File: config.mk
export PLATFORM = sky130hd
export DESIGN_NAME = alu4b_arbiter
export DESIGN_NICKNAME = d
export VERILOG_FILES = /design/src/rtl/alu4b_arbiter.sv
export SDC_FILE = /design/constraint.sdc
export NUM_CORES = 1
export LEC_CHECK = 0
export CAP_MARGIN = 10
export CELL_PAD_IN_SITES_DETAIL_PLACEMENT = 1
export CELL_PAD_IN_SITES_GLOBAL_PLACEMENT = 2
export CORE_ASPECT_RATIO = 1.1
export CORE_MARGIN = 1.5
export CORE_UTILIZATION = 25
export CTS_CLUSTER_SIZE = 10
export DETAILED_ROUTE_END_ITERATION = 8
export GPL_TIMING_DRIVEN = 0
export PLACE_DENSITY = 0.84
export SKIP_CTS_REPAIR_TIMING = 1
export SYNTH_ARGS = -nofsm -noshare
export SYNTH_HDL_FRONTEND = slang
export SYNTH_SLANG_ARGS = --single-unit
File: constraint.sdc
create_clock -name clk -period 2.14 [get_ports clk]
set_input_delay 0.428 -clock clk [delete_from_list [all_inputs] [get_ports clk]]
set_output_delay 0.428 -clock clk [all_outputs]
set_load 0.005 [all_outputs]
File: src/rtl/alu4b_arbiter.sv
// Round-robin arbiter that sequences two requesters onto one external 4-bit ALU.
// Each operation goes IDLE (grant) -> EXEC (ALU settles) -> RESP (tagged response, backpressured).
module alu4b_arbiter (
   input  logic       clk,
   input  logic       rst_n,
   input  logic       req0_valid,
   output logic       req0_ready,
   input  logic [3:0] req0_in1,
   input  logic [3:0] req0_in2,
   input  logic [3:0] req0_op,
   input  logic       req1_valid,
   output logic       req1_ready,
   input  logic [3:0] req1_in1,
   input  logic [3:0] req1_in2,
   input  logic [3:0] req1_op,
   output logic [3:0] alu_in1,
   output logic [3:0] alu_in2,
   output logic [3:0] alu_op,
   input  logic [3:0] alu_out,
   input  logic       alu_negative,
   input  logic       alu_zero,
   output logic       rsp_valid,
   input  logic       rsp_ready,
   output logic       rsp_id,
   output logic [3:0] rsp_data,
   output logic       rsp_negative,
   output logic       rsp_zero
);

   typedef enum logic [1:0] {IDLE, EXEC, RESP} state_t;

   state_t     state_reg, state_next;
   logic       last_grant_reg;
   logic       grant_idx;
   logic       accept;
   logic [1:0] valid_vec;
   logic [1:0] grant_vec;
   logic [1:0] ready_vec;
   logic [3:0] in1_vec [2];
   logic [3:0] in2_vec [2];
   logic [3:0] op_vec  [2];

   assign valid_vec  = {req1_valid, req0_valid};
   assign in1_vec[0] = req0_in1;
   assign in1_vec[1] = req1_in1;
   assign in2_vec[0] = req0_in2;
   assign in2_vec[1] = req1_in2;
   assign op_vec[0]  = req0_op;
   assign op_vec[1]  = req1_op;

   // Contention goes to the requester that did not win last; otherwise the lone valid one.
   assign grant_idx = (&valid_vec) ? ~last_grant_reg : valid_vec[1];
   assign grant_vec = {grant_idx, ~grant_idx};

   // rst_n gates ready so nothing is offered while reset is held.
   genvar gi;
   generate
      for (gi = 0; gi < 2; gi++) begin : g_ready
         assign ready_vec[gi] = rst_n && (state_reg == IDLE) && valid_vec[gi] && grant_vec[gi];
      end
   endgenerate

   assign req0_ready = ready_vec[0];
   assign req1_ready = ready_vec[1];
   assign accept     = |ready_vec;
   assign rsp_valid  = (state_reg == RESP);

   always_comb begin
      state_next = state_reg;
      unique case (state_reg)
         IDLE:    if (accept) state_next = EXEC;
         EXEC:    state_next = RESP;
         RESP:    if (rsp_ready) state_next = IDLE;
         default: state_next = IDLE;
      endcase
   end

   always_ff @(posedge clk or negedge rst_n) begin
      if (!rst_n) begin
         state_reg      <= IDLE;
         last_grant_reg <= 1'b1;
         alu_in1        <= 4'd0;
         alu_in2        <= 4'd0;
         alu_op         <= 4'd0;
         rsp_id         <= 1'b0;
         rsp_data       <= 4'd0;
         rsp_negative   <= 1'b0;
         rsp_zero       <= 1'b0;
      end else begin
         state_reg <= state_next;
         if (accept) begin
            alu_in1        <= in1_vec[grant_idx];
            alu_in2        <= in2_vec[grant_idx];
            alu_op         <= op_vec[grant_idx];
            rsp_id         <= grant_idx;
            last_grant_reg <= grant_idx;
         end
         if (state_reg == EXEC) begin
            rsp_data     <= alu_out;
            rsp_negative <= alu_negative;
            rsp_zero     <= alu_zero;
         end
      end
   end

endmodule
==> results.py <==
metrics = {
    "status": {
        "status": "complete, no violations",
    },
    "logic_synthesis": {
        "synth_area_sq_um": 1050,
        "ys_seq_area_frac": 0.526,
        "ys_warn_count": 0,
        "synth_seq_cells": 22,
        "avgSynthCellArea_sq_um": 14.0,
        "yosysUniqueCellTypes": 25,
        "syn-instance-count": 75,
        "synth_nets": 110,
    },
    "grt": {
        "first_global_vias": 1001,
        "overflow": 0,
        "grt_max_degree": 25,
        "grtUsageTotal": 0.138,
        "grt_first_pass_wirelength_microns": 4980,
        "antenna_found_initial": 0,
    },
    "route": {
        "drt-total-wl_microns": 3070,
        "drc": 0,
        "routedWlPerCell_microns": 16.0,
        "drtIter0Drc": 21,
        "postRouteAntennaNets": 0,
        "vias_per_cell": 4.79,
        "vias": 920,
        "drt-pass1-iter-count": 4,
    },
    "clock_tree": {
        "clockBufferDepth": 2,
        "cts.sinks": 22,
        "cts_tree": "built",
        "clk_root_buffer_cell": "clkbuf_8",
        "htreeDepth": 1,
        "clkLatencyLatePin_ns": 0.26,
        "clk_pin_slew_ns": 0.08,
        "cts_made_buffers": 3,
    },
    "sta": {
        "tightest_slew_ns": 0.589,
        "fin_crit_ns": 1.93,
        "fmax_mhz": 518,
        "hold_violations": 0,
        "max_slew_margin": 0.607,
        "setup_viol": 0,
        "holdWs_ns": 0.0688,
        "fin_ws_ns": 0.210,
        "rsz0062_at_grt": "no",
        "maxSlewViolCount": 0,
        "skew_ns": 0.00156,
        "fin_crit_sh": 0.902,
        "tns_ns": 0,
    },
    "finish": {
        "nFillCells": 440,
        "final_cell_mix": "clkdlybuf4s50_1 (51), dfrtp_1 (21), o32ai_1 (12)",
        "area_growth_pct": 73.4,
        "antennaDiodeCount": 0,
        "final_nets": 176,
        "layout-drive-gt1-share": 0.264,
        "final_common_cell": "clkdlybuf4s50_1",
    },
    "worst_setup_path": {
        "critPathKind": "reg2out",
        "end_kind": "output pin",
        "start_kind": "flop",
        "critPathArrivalTime_ns": 1.50,
        "required_ns": 1.71,
        "reg2reg_depth": 4,
        "crit_fanout": 4,
    },
    "worst_hold_path": {
        "hold_class": "in2async",
    },
    "floorplanning": {
        "die_x_microns": 64.8,
        "core_area_sq_um": 3990,
        "dieArea_sq_um": 4600,
        "die_h_microns": 71.0,
        "rows": 24,
        "start_util": 0.263,
        "ios": 57,
    },
    "placement": {
        "hpwl_microns": 2390,
        "dp_slack_ns": -1.24,
        "gp_congestion": 0.696,
        "io_buffers": 56,
    },
    "power_and_ir_drop": {
        "ir_drop_v": 0.000357,
        "power_leakage_nw": 0.748,
        "p_per_area_nw_per_um2": 1080,
    },
    "job": {
        "max_cap_violations": 0,
    },
}
==> power by group <==
part,internal (mW),switching (mW),total [mW]
Clock,0.164,0.134,0.298
Sequential,0.609,0.134,0.742
Combinational,0.629,0.297,0.926
==> kinds of logic after synthesis <==
logic type             synth area share
buffers and inverters            0.0489
flip-flops                        0.526
multiplexers                     0.0644
AND/OR/NAND/NOR                  0.0739
AO/OA/AOI/OAI                     0.287
==> metal layers <==
| layer | global-route usage | wire length, microns | vias up |
|---|---|---|---|
| li1 | - | - | 428 |
| met1 | 0.175 | 1240 | 459 |
| met2 | 0.246 | 1690 | 31 |
| met3 | 0.0127 | 114 | 2 |
| met4 | 0.0426 | 21 | 0 |
| met5 | 0 | 0 | - |
==> synth_stat cells <==
master     instances  area (sq um)
nor3b_1            1          7.51
nor2_8             1          20.0
a21bo_2            1          10.0
inv_1              2          7.51
buf_2              1          5.00
a2bb2oi_1          3          26.3
nor3_1             1          5.00
o32ai_1           12           105
a2bb2oi_2          9           135
dfstp_2            1          26.3
or3b_4             1          11.3
buf_4              1          7.51
mux2_2             6          67.6
nor2_1             2          7.51
and2_0             1          6.26
buf_12             1          20.0
a21oi_1            1          5.00
nor2b_1            1          6.26
clkbuf_1           3          11.3
or2b_1             1          7.51
o21ai_0            1          5.00
a211o_1            1          8.76
a31oi_1            1          6.26
nand2b_1           1          6.26
dfrtp_1           21           526
==> path summary, 6_finish.rpt <==
| path | startpoint | end | slack [ns] |
|---|---|---|---|
| setup / recovery | state_reg[1] | req0_ready | 0.21 |
| hold / removal | rst_n | rsp_negative | 0.07 |
| setup reg to reg | state_reg[1] | alu_op[2] | 0.59 |
| hold reg to reg | rsp_data[2] | rsp_data[2] | 0.51 |
| max in group asynchronous | rst_n | alu_in1[0] | 1.94 |
| min in group clk | req0_valid | last_grant_reg | 0.50 |
==> layout make-up <==
class	instances	area [sq um]	share of cell area
buffer	5	41.3	0.0227
clock buffer	4	55.1	0.0302
inverter	2	11.3	0.00619
multi-input combinational	45	463	0.254
sequential	22	552	0.303
tap	52	65.1	0.0357
timing repair buffer	62	633	0.348
==> through the flow <==
stage / instance area (sq um) / std cells / util / power (mW)
2_1_floorplan: 1050 / 75 / - / 1.13
3_3_place_gp: 1680 / 183 / 0.419 / 1.62
3_5_place_dp: 1680 / 183 / 0.419 / 1.66
4_1_cts: 1730 / 187 / 0.433 / 1.96
5_1_grt: 1820 / 192 / 0.456 / 2.09
6_report: 1820 / 192 / 0.456 / 1.97
==> critical path, stage by stage, from the launching register on <==
cell and delay, ns:
dfrtp_1 0.39, or3b_4 0.46, nor3_1 0.22, dlymetal6s2s_1 0.17
Power figures use the tool's default switching activity.
